==> src/rtl/morse_key_capture.sv <==
// Morse key capture: synchronize, debounce, time elements in dot units and publish characters as a status word.
// Optional char_strobe output is enabled by defining MORSE_CHAR_STROBE_EN.
module morse_key_capture #(
    parameter int DEBOUNCE_CYC = 500000,
    parameter int UNIT_CYC     = 5000000,
    parameter int MAX_ELEM     = 6
) (
    input  logic        clk,
    input  logic        reset_n,
    input  logic        key_n,
    output logic [31:0] key_word,
    output logic        key_led
`ifdef MORSE_CHAR_STROBE_EN
    ,
    output logic        char_strobe
`endif
);

    localparam int DW = (DEBOUNCE_CYC > 1) ? $clog2(DEBOUNCE_CYC + 1) : 1;
    localparam int CW = (UNIT_CYC > 1) ? $clog2(UNIT_CYC) : 1;
    localparam logic [DW-1:0] DEB_LAST = DW'(DEBOUNCE_CYC - 1);
    localparam logic [CW-1:0] CYC_LAST = CW'(UNIT_CYC - 1);
    localparam logic [2:0]    MAX_LEN  = 3'(MAX_ELEM);

    typedef enum logic [1:0] {IDLE, PRESS, GAP} state_t;

    logic [1:0]    sync_reg;
    logic [DW-1:0] deb_cnt_reg;
    logic          led_reg;
    logic [CW-1:0] cyc_cnt_reg;
    logic [3:0]    unit_cnt_reg;
    state_t        state_reg;
    logic [5:0]    pattern_reg;
    logic [2:0]    count_reg;
    logic          ovf_reg;
    logic [2:0]    out_len_reg;
    logic [5:0]    out_pat_reg;
    logic          out_ovf_reg;
    logic          word_gap_reg;
    logic [7:0]    seq_reg;
    logic          strobe_reg;

    logic pressed;
    logic flip;
    logic press_evt;
    logic release_evt;
    logic tick;

    assign pressed     = ~sync_reg[1];
    assign flip        = (pressed != led_reg) && (deb_cnt_reg == DEB_LAST);
    assign press_evt   = flip && !led_reg;
    assign release_evt = flip && led_reg;
    assign tick        = (cyc_cnt_reg == CYC_LAST);

    always_ff @(posedge clk) begin
        if (!reset_n) begin
            sync_reg    <= 2'b11;
            deb_cnt_reg <= '0;
            led_reg     <= 1'b0;
        end else begin
            sync_reg <= {sync_reg[0], key_n};
            if (pressed != led_reg) begin
                if (deb_cnt_reg == DEB_LAST) begin
                    led_reg     <= ~led_reg;
                    deb_cnt_reg <= '0;
                end else begin
                    deb_cnt_reg <= deb_cnt_reg + 1'b1;
                end
            end else begin
                deb_cnt_reg <= '0;
            end
        end
    end

    // Unit timing restarts on every accepted key edge so presses and gaps are measured from their start.
    always_ff @(posedge clk) begin
        if (!reset_n) begin
            cyc_cnt_reg  <= '0;
            unit_cnt_reg <= 4'd0;
        end else if (flip) begin
            cyc_cnt_reg  <= '0;
            unit_cnt_reg <= 4'd0;
        end else if (tick) begin
            cyc_cnt_reg <= '0;
            if (unit_cnt_reg != 4'd15) begin
                unit_cnt_reg <= unit_cnt_reg + 4'd1;
            end
        end else begin
            cyc_cnt_reg <= cyc_cnt_reg + 1'b1;
        end
    end

    always_ff @(posedge clk) begin
        if (!reset_n) begin
            state_reg    <= IDLE;
            pattern_reg  <= 6'd0;
            count_reg    <= 3'd0;
            ovf_reg      <= 1'b0;
            out_len_reg  <= 3'd0;
            out_pat_reg  <= 6'd0;
            out_ovf_reg  <= 1'b0;
            word_gap_reg <= 1'b0;
            seq_reg      <= 8'd0;
            strobe_reg   <= 1'b0;
        end else begin
            strobe_reg <= 1'b0;
            case (state_reg)
                IDLE: begin
                    if (press_evt) begin
                        state_reg <= PRESS;
                    end
                end
                PRESS: begin
                    if (release_evt) begin
                        if (count_reg < MAX_LEN) begin
                            pattern_reg[count_reg] <= (unit_cnt_reg >= 4'd2);
                            count_reg              <= count_reg + 3'd1;
                        end else begin
                            ovf_reg <= 1'b1;
                        end
                        state_reg <= GAP;
                    end
                end
                GAP: begin
                    // A press landing on the commit tick still commits first; it then opens a new character.
                    if (tick && unit_cnt_reg == 4'd2) begin
                        out_len_reg  <= count_reg;
                        out_pat_reg  <= pattern_reg;
                        out_ovf_reg  <= ovf_reg;
                        word_gap_reg <= 1'b0;
                        seq_reg      <= seq_reg + 8'd1;
                        strobe_reg   <= 1'b1;
                        pattern_reg  <= 6'd0;
                        count_reg    <= 3'd0;
                        ovf_reg      <= 1'b0;
                    end else if (tick && unit_cnt_reg == 4'd6) begin
                        word_gap_reg <= 1'b1;
                        state_reg    <= IDLE;
                    end
                    if (press_evt) begin
                        state_reg <= PRESS;
                    end
                end
                default: state_reg <= IDLE;
            endcase
        end
    end

    assign key_word = {led_reg, word_gap_reg, 6'd0, seq_reg, 6'd0,
                       out_ovf_reg, out_pat_reg, out_len_reg};
    assign key_led  = led_reg;

`ifdef MORSE_CHAR_STROBE_EN
    assign char_strobe = strobe_reg;
`else
    logic unused_strobe;
    assign unused_strobe = strobe_reg;
`endif

endmodule

==> config.mk <==
export PLATFORM = sky130hd
export DESIGN_NAME = morse_key_capture
export DESIGN_NICKNAME = d
export VERILOG_FILES = /design/src/rtl/morse_key_capture.sv
export SDC_FILE = /design/constraint.sdc
export NUM_CORES = 1
export LEC_CHECK = 0
export CAP_MARGIN = 20
export CORE_AREA = 8 8 114 116
export CTS_CLUSTER_SIZE = 25
export DETAILED_ROUTE_END_ITERATION = 8
export DIE_AREA = 0 0 122 124
export PLACE_DENSITY = 0.62
export SYNTH_ARGS = -nofsm -noshare
export SYNTH_HDL_FRONTEND = slang
export SYNTH_SLANG_ARGS = --single-unit
==> constraint.sdc <==
create_clock -name clk -period 2 [get_ports clk]
set_clock_uncertainty 0.1 [all_clocks]
set_input_delay 0.3 -clock clk [delete_from_list [all_inputs] [get_ports clk]]
set_output_delay 0.3 -clock clk [all_outputs]
set_load 0.05 [all_outputs]
Word-level counts from Yosys, hierarchy flattened. Cells that the tools add are included.

Flip-flop bits (word level): 80. Bits of input ports: 3. Output and inout bits: 33. Word-level logic and storage cells: 85.

Add/sub/neg operators: 5. Magnitude comparators: 4. Eq/ne operators: 15. Mux-type cells: 23. Bitwise gates (word level): 4. Reduce and logical (&&, ||, !) cells: 20.

Operator list (count): 23-bit by 1-bit adder with 23-bit output (second input constant) (1); 23-bit equality test (second input constant) (1); 19-bit by 1-bit adder with 19-bit output (second input constant) (1); 19-bit equality test (second input constant) (1); 6-bit two-way mux (3); 6-bit one-hot mux with 2 select lines (1); 4-bit AND reduction (3); 2-bit two-way mux (5); 2-bit != test (second input constant) (5); 3-bit two-way mux (3); 8-bit by 1-bit adder with 8-bit output (second input constant) (1); 2-bit AND reduction (4); 6-bit bitwise mux (1); 1-bit logical AND (6); 1-bit two-way mux (6); 3-bit != test (second input constant) (2); 2-bit one-hot mux with 3 select lines (1); 3-bit one-hot mux with 2 select lines (1); 3-bit OR reduction (2); 4-bit by 1-bit adder with 4-bit output (second input constant) (1); 4-bit by 2-bit equality test with 1-bit output (second input constant) (1); 4-bit by 3-bit equality test with 1-bit output (second input constant) (1); 4-bit by 2-bit greater-or-equal comparator with 1-bit output (second input constant) (1); 3-bit by 4-bit < comparator with 1-bit output (second input constant) (1); 14 further kinds (18).

Depth between registers and ports, before layout. Gate-level depths: netlist of the first run.

Word-level depth: 8. Gate-level depth with buffers: 8. Gate-level depth less buffers: 7.

Worst setup path after synthesis of the first run. No wires, ideal clock.

Kind: flip-flop to flip-flop. Start point: register led_reg, in the netlist key_led. End point: register pattern_reg[0]. Library setup time: 0.130 ns. Arrival time: 1.888 ns. Data required time: 1.770 ns. Setup slack: -0.117 ns. Stages on the path, launching flop included: 7. Path buffers: 1. Cells stage by stage: dfxtp_1 -> nand4b_1 -> a21oi_1 -> or3b_2 -> buf_1 -> nand4_1 -> o211ai_1.

Word-level cells in the longest chain between the ends: 5.

Ends and longest elaborated chain: start, declared (line 29) `logic led_reg;`; start signal, assigned (line 64) `led_reg <= ~led_reg;`; 1-bit != test (line 50) `assign flip = (pressed != led_reg) && (deb_cnt_reg == DEB_LAST);`; 1-bit logical AND (line 50); 1-bit logical AND (*) (line 52) `assign release_evt = flip && led_reg;`; 2-bit != test (no source line) (*); 4-bit AND reduction (no source line) (*); end signal, assigned by index (line 116) `pattern_reg[count_reg] <= (unit_cnt_reg >= 4'd2);`; end, declared (line 33) `logic [5:0] pattern_reg;`.

Mark *: on every way between the ends. The rest lies on a longest branch, timed or not. A chain may end at the register's enable or synchronous reset.

Worst setup path after layout of the first run.
Start point: register cyc_cnt_reg[10]. End point: register count_reg[2].

Word-level cells in the longest chain between the ends: 4.

Ends and longest elaborated chain: start, declared (line 30) `logic [CW-1:0] cyc_cnt_reg;`; start signal, assigned (line 89) `cyc_cnt_reg <= cyc_cnt_reg + 1'b1;`; 23-bit equality test (line 53) `assign tick = (cyc_cnt_reg == CYC_LAST);`; 1-bit logical AND (line 126) `if (tick && unit_cnt_reg == 4'd2) begin`; 2-bit != test (no source line); 4-bit AND reduction (no source line); end signal, assigned (line 117) `count_reg <= count_reg + 3'd1;`; end, declared (line 34) `logic [2:0] count_reg;`.

Every way passes these cells.

==> results.md, run 1 <==
- Worst Setup Path Type: register to register
- Initial Utilization: 33.9%
- TritonCTS clock tree: built
- # hold bufs at CTS: 0
- First drt pass iteration count: 4
- Cells after Synth: around 450
- Asr flop ratio synth: 0%
- Final net count: roughly 550
- DRC: 0
- Hold path depth: 1
- Routed via count: approximately 3.3k
- Multi-input gate area: roughly 2100 sq um
- H-tree depth: 3
- Register area: around 1600 sq um
- Post-Layout Cell Count: approximately 700
- Vias per cell: 4.80
- Final Wtd Congestion: 0.819
- Outcome: finished, violations left
- Post-synthesis sequential element count: 80
- Placed cell count: 660
- Clk root buf: clkbuf_16
- Antenna diodes: 0
- Worst path max stage delay: roughly 470 ps
- Core region area: 11,200 sq um
- Max reg flops: 23
- Mapped Avg Cell Area: 8.48 sq um
- HP Start: sync_reg[0]
- Critical path arrival: around 2200 ps
- Fin crit period: ~2000 ps
- Die width: 122 um
- Starting DRT DRC Count: between 100 and 150
- Full die area: roughly 15,000 sq um
- Pwr/cell area: between 700 and 800 nW/um^2
- CP endpoint kind: register
- HPWL after detailed placement: between 6000 and 7000 um
- Synthesized area: 3790 sq um
- Final setup fails: 8
- Routed Antenna Nets: 0
- Critical Path RT: roughly 2100 ps
- Vert. Die Dim: about 120 um
- Worst path cell trace: or3b_1 > or4_4 > buf_6 > nor2_4 > a211oi_1 > a221o_1
- Reg-to-Reg Start: cyc_cnt_reg[10]
- CTS Buffer Depth: 2
- RSZ-0062 raised after global routing: yes
- Hold Vio Cnt, Final: 0
- Relative slew slack: around two thirds
- Violated checks: setup timing
- FP Rows: 39
- Period utilisation layout: 102%
- Filler cells: 1,052
- Number of synthesis warnings: 0
- Port-buffer cells: 23
- Fin area: a little over 5000 sq um
- Post-synthesis sequential area ratio: between 40% and 50%
- Tot GR Track Use: about an eighth
- Worst Reg2Reg Path Length in Cells: 6
- Share of cells above drive strength 1: between 20% and 30%
- Fin. max-slew vios: 0
- Setup crit start: cyc_cnt_reg[10]
- Startpoint type of the worst setup path: register
- CTS buffer count: 9
- Crit-path max FO: 4
- Worst-Margin Slew: approximately 500 ps
- Number of synthesized flops with an enable pin: 0
- Maximum VDD drop: approximately 0.00063 V
- Final wirelength: just under 9000 um
- Clk pin slew, worst setup/hold paths: roughly 60 ps
- Total congestion overflow: 0
- Post-DP Area: 4580 sq um
- Wire length per cell: 12.7 um
- Vias in the first global route: 3,177
- Max frequency: 489 MHz
- Largest net degree at the start of global routing: 24
- Max Cap Viol: 0
- Final worst setup slack: -44.3 ps
- Static Leak: roughly 2.0 nW
- Yosys cell types: 51
- First-pass GRT wire length: approximately 14,000 um
- # IOs: 36
- CP max-delay cell: or4_4
- # clock sinks: 80
- Prevailing post-synth register cell: dfxtp_1
- Hold Crit Class: register to register
- Worst-Skew Late Latency: about 340 ps
- Antenna violations before repair: 0
- Area grow syn2layout: 35.4%
## per-stage QoR
stage | hold WS (ps) | total power, mW | setup TNS, ps | utilization [%] | setup WS (ps)
2_1_floorplan | 286 | 1.76 | 0 | - | 9.86
3_3_place_gp | 292 | 1.78 | -377 | 41.0 | -36.6
3_5_place_dp | 318 | 1.78 | -2210 | 41.0 | -83.7
4_1_cts | 328 | 3.65 | -83.4 | 44.2 | -38.1
5_1_grt | 351 | 3.74 | -2590 | 46.0 | -119
6_report | 326 | 3.61 | -204 | 46.0 | -44.3
## cell type report
type,count,area share [%]
clock buffers,10,4.46
multi-input cells,335,40.5
inverters,13,0.950
clock inverters,6,2.10
repair buffers,97,17.1
well taps,143,3.48
flip-flops and latches,80,31.4
## final timing paths
path,end,slack [ps]
setup reg to reg,count_reg[2],-40
setup / recovery,count_reg[2],-40
hold reg to reg,sync_reg[1],330
hold / removal,sync_reg[1],330
## layout by cell type, fill, tap and decap left out, types with 6 or more instances in the layout
| cell type | instances |
|---|---|
| or3_1 | 8 |
| xnor2_1 | 22 |
| buf_4 | 65 |
| inv_1 | 12 |
| clkdlybuf4s50_1 | 15 |
| dfxtp_1 | 73 |
| xor2_1 | 19 |
| mux2i_1 | 6 |
| o211ai_1 | 6 |
| nor3_1 | 7 |
| nand2b_1 | 9 |
| nand3_1 | 26 |
| a21oi_1 | 20 |
| clkbuf_16 | 11 |
| dfxtp_2 | 7 |
| nand4_1 | 23 |
| nand2_1 | 50 |
| nor2_1 | 63 |
| conb_1 | 12 |
| buf_6 | 8 |
## worst max-delay path: cells and delay by family, from the launching register on
kind            cells  cell delay (ps)
flops               1              310
simple gates        3              950
buf+inv             1              140
compound gates      2              420
## routing by layer
metal | vias up | global-route usage [%] | wire, um
li1 | 1692 | - | -
met1 | 1537 | 12.8 | 3980
met2 | 43 | 20.2 | 4200
met3 | 8 | 4.13 | 414
met4 | 0 | 4.78 | 126
met5 | - | 0 | 0
## power by group
group | switching (mW) | internal [mW]
Clock | 0.634 | 1.21
Sequential | 0.00655 | 1.60
Combinational | 0.103 | 0.0488
Total | 0.744 | 2.87
## cells in the mapped netlist, types with 2 or more instances
| cell | count | area, sq um |
|---|---|---|
| dfxtp_1 | 80 | 1600 |
| and2_1 | 2 | 12.5 |
| nand3_1 | 28 | 140 |
| nand4_1 | 23 | 144 |
| or4_1 | 3 | 22.5 |
| and4b_1 | 4 | 40.0 |
| buf_4 | 17 | 128 |
| buf_2 | 4 | 20.0 |
| nor3b_1 | 3 | 22.5 |
| a21oi_1 | 20 | 100 |
| nand4b_1 | 2 | 17.5 |
| nor4_1 | 4 | 25.0 |
| nor2_1 | 64 | 240 |
| and3_1 | 5 | 31.3 |
| nor3_1 | 7 | 35.0 |
| o211ai_1 | 6 | 45.0 |
| and4_1 | 3 | 26.3 |
| nand2_1 | 50 | 188 |
| or2_1 | 2 | 12.5 |
| inv_1 | 12 | 45.0 |
| nor4b_1 | 2 | 17.5 |
| clkbuf_1 | 6 | 22.5 |
| buf_1 | 2 | 7.51 |
| or3_1 | 8 | 50.1 |
| o31ai_1 | 3 | 22.5 |
| nor4_2 | 3 | 37.5 |
| ha_1 | 6 | 75.1 |
| xor2_1 | 19 | 166 |
| nand2b_1 | 9 | 56.3 |
| nor2b_1 | 3 | 18.8 |
| xnor2_1 | 22 | 193 |
| mux2i_1 | 6 | 60.1 |
## repair_timing
action                                  4_1_cts  5_1_grt
pin swaps                                     2       10
endpoints found under the setup margin       51       57
cloned                                        0        4
buffers inserted                              0        4
resized for setup                             7       28
## cells by family (layout without fill, tap and decap cells)
family | Yosys count | count (layout) | synth area share (%)
fa+ha+maj | 6 | 6 | 1.98
mux | 7 | 7 | 1.88
flops | 80 | 80 | 42.2
other cells | 1 | 12 | 0.0989
simple gates | 233 | 233 | 32.0
buf+inv | 43 | 126 | 6.27
xor+xnor | 41 | 41 | 9.47
compound gates | 36 | 36 | 6.04
No activity file was read; power rests on OpenSTA's default activity.
==> run 2: changes to the inputs <==
CELL_PAD_IN_SITES_DETAIL_PLACEMENT = 1   (was not set)
CELL_PAD_IN_SITES_GLOBAL_PLACEMENT = 2   (was not set)
CORE_AREA = 8 8 120 122   (was 8 8 114 116)
DIE_AREA = 0 0 128 130   (was 0 0 122 124)
PLACE_DENSITY = 0.82   (was 0.62)
==> results.md, run 2 (synthesis gave the netlist of run 1 again) <==
- Share of cells above drive strength 1: a little over a fifth
- Crit-path leading delay family: simple AND/OR/NAND/NOR gates
- Worst-Skew Late Latency: 330 ps
- Vias in the first global route: 3,527
- Worst path cell trace: or3b_1 > or4_4 > nor2_4 > a211oi_1 > a221o_1
- Largest net degree at the start of global routing: 24
- CTS Buffer Depth: 2
- Reg-to-reg endpoint: count_reg[2]
- Full die area: between 15,000 and 20,000 sq um
- Violated checks: setup timing
- HPWL after detailed placement: a little over 7000 um
- Routed Antenna Nets: 0
- Register area: 1610 sq um
- Critical Path RT: between 2000 and 2500 ps
- Multi-input gate area: about 2100 sq um
- Crit-path max FO: 4
- Reg-to-Reg Start: cyc_cnt_reg[10]
- First-pass GRT wire length: ~17,000 um
- Worst hold endpoint: sync_reg[1]
- Finished Core Util: about two fifths
- Antenna diodes: 0
- Most frequent cells in the layout: dfxtp_1 (76), buf_4 (69), nor2_1 (64), nand2_1 (50), nand3_1 (27)
- Worst Reg2Reg Path Length in Cells: 5
- First drt pass iteration count: 4
- Fin crit period: between 2000 and 2500 ps
- # hold bufs at CTS: 0
- Worst Setup Path Type: register to register
- Static Leak: 1.94 nW
- CTS buffer count: 9
- Pwr/cell area: ~650 nW/um^2
- Post-Layout Cell Count: 711
- Reg2Reg Setup Slack: -7 ps
- Antenna violations before repair: 0
- Final net count: around 540
- Starting DRT DRC Count: 144
- Total congestion overflow: 0
- Outcome: finished, violations left
- CP endpoint kind: register
- Final setup fails: 1
- Hold path depth: 1
- Area grow syn2layout: 35.0%
- Filler cells: 1,491
- Clk root buf: clkbuf_16
- HP Start: sync_reg[0]
- TritonCTS clock tree: built
- # clock sinks: 80
- Clk pin slew, worst setup/hold paths: 60 ps
- Die width: between 100 and 150 um
- Hold Crit Class: register to register
- Wire length per cell: 14.7 um
- Startpoint type of the worst setup path: register
- Core region area: about 12,000 sq um
- Relative slew slack: between 60% and 70%
- Placed cell count: 680
- Routed via count: around 3.4k
- Final wirelength: roughly 10,000 um
- Port-buffer cells: 23
- Hold Vio Cnt, Final: 0
- Maximum VDD drop: between 0.0003 and 0.0004 V
- Most common cell after layout, fill and taps aside: dfxtp_1
- # IOs: 36
- DRC: 0
- CP max-delay cell: or4_4
- Period utilisation layout: 100%
- Max frequency: between 400 and 500 MHz
- H-tree depth: 3
- FP Rows: 41
- Tot Pwr: around 3.3 mW
- Tot GR Track Use: about an eighth
- Max reg flops: 23
- Vias per cell: between 4 and 5
- Max Cap Viol: 0
- Fin. max-slew vios: 0
- CP bufs+invs: 0
- Worst-Margin Slew: ~500 ps
- Critical path arrival: 2130 ps
- Final worst setup slack: -7.00 ps
- Worst path max stage delay: ~470 ps
- Vert. Die Dim: between 100 and 150 um
- Final Wtd Congestion: about 0.77
- Initial Utilization: around 31%
- RSZ-0062 raised after global routing: yes
- Setup_tns: -7.00 ps
## run 2: cell count changes in the layout (fill, tap and decap cells not counted), sizes merged
cell          change
buf               -3
bufinv            -2
clkbuf            +3
clkinv            +1
clkinvlp          -1
dlygate4sd2       +1
dlymetal6s2s      -1
## run 2: worst max path at each step
stage	from	to	slack, ps	cells after the start
final	cyc_cnt_reg[10]	count_reg[2]	-7	5
after CTS	cyc_cnt_reg[10]	pattern_reg[0]	-5	6
after detailed placement	deb_cnt_reg[7]	pattern_reg[0]	-60	5
after floorplan	cyc_cnt_reg[10]	seq_reg[3]	10	6
after global placement	cyc_cnt_reg[8]	count_reg[2]	-30	7
after global routing	cyc_cnt_reg[10]	seq_reg[0]	-120	7
## run 2: metrics by stage
stage / setup WS, ps / hold slack, ps / area (sq um)
after floorplan: 9.86 / 286 / 3850
after global placement: -29.7 / 287 / 4570
after detailed placement: -60.4 / 322 / 4570
after CTS: -5.24 / 327 / 4890
after global routing: -120 / 354 / 5120
final: -7.00 / 326 / 5120
## run 2: area by class of cell
cell class                 count  share of cell area, %
multi-input combinational    335                   41.1
sequential                    80                   31.4
timing repair buffer          95                   16.8
clock buffer                  12                   4.62
tap                          172                   4.20
inverter                      13                  0.953
clock inverter                 4                  0.880
## run 2: metal layers
metal	up-vias	global-route usage [%]	share of wire (%)
li1	1685	-	-
met1	1655	14.4	45
met2	46	21.7	50
met3	11	3.06	3.5
met4	0	5.45	1.4
met5	-	0	0
## run 2: what timing repair did
item / CTS / global route
pin swaps: 1 / 11
setup buffers: 0 / 12
gates cloned: 0 / 3
resized for setup: 10 / 13
setup endpoints to repair: 14 / 68
## run 2: power by group
part           switching [mW]  internal, mW
Sequential            0.00875          1.60
Clock                   0.621         0.961
Combinational           0.104        0.0427
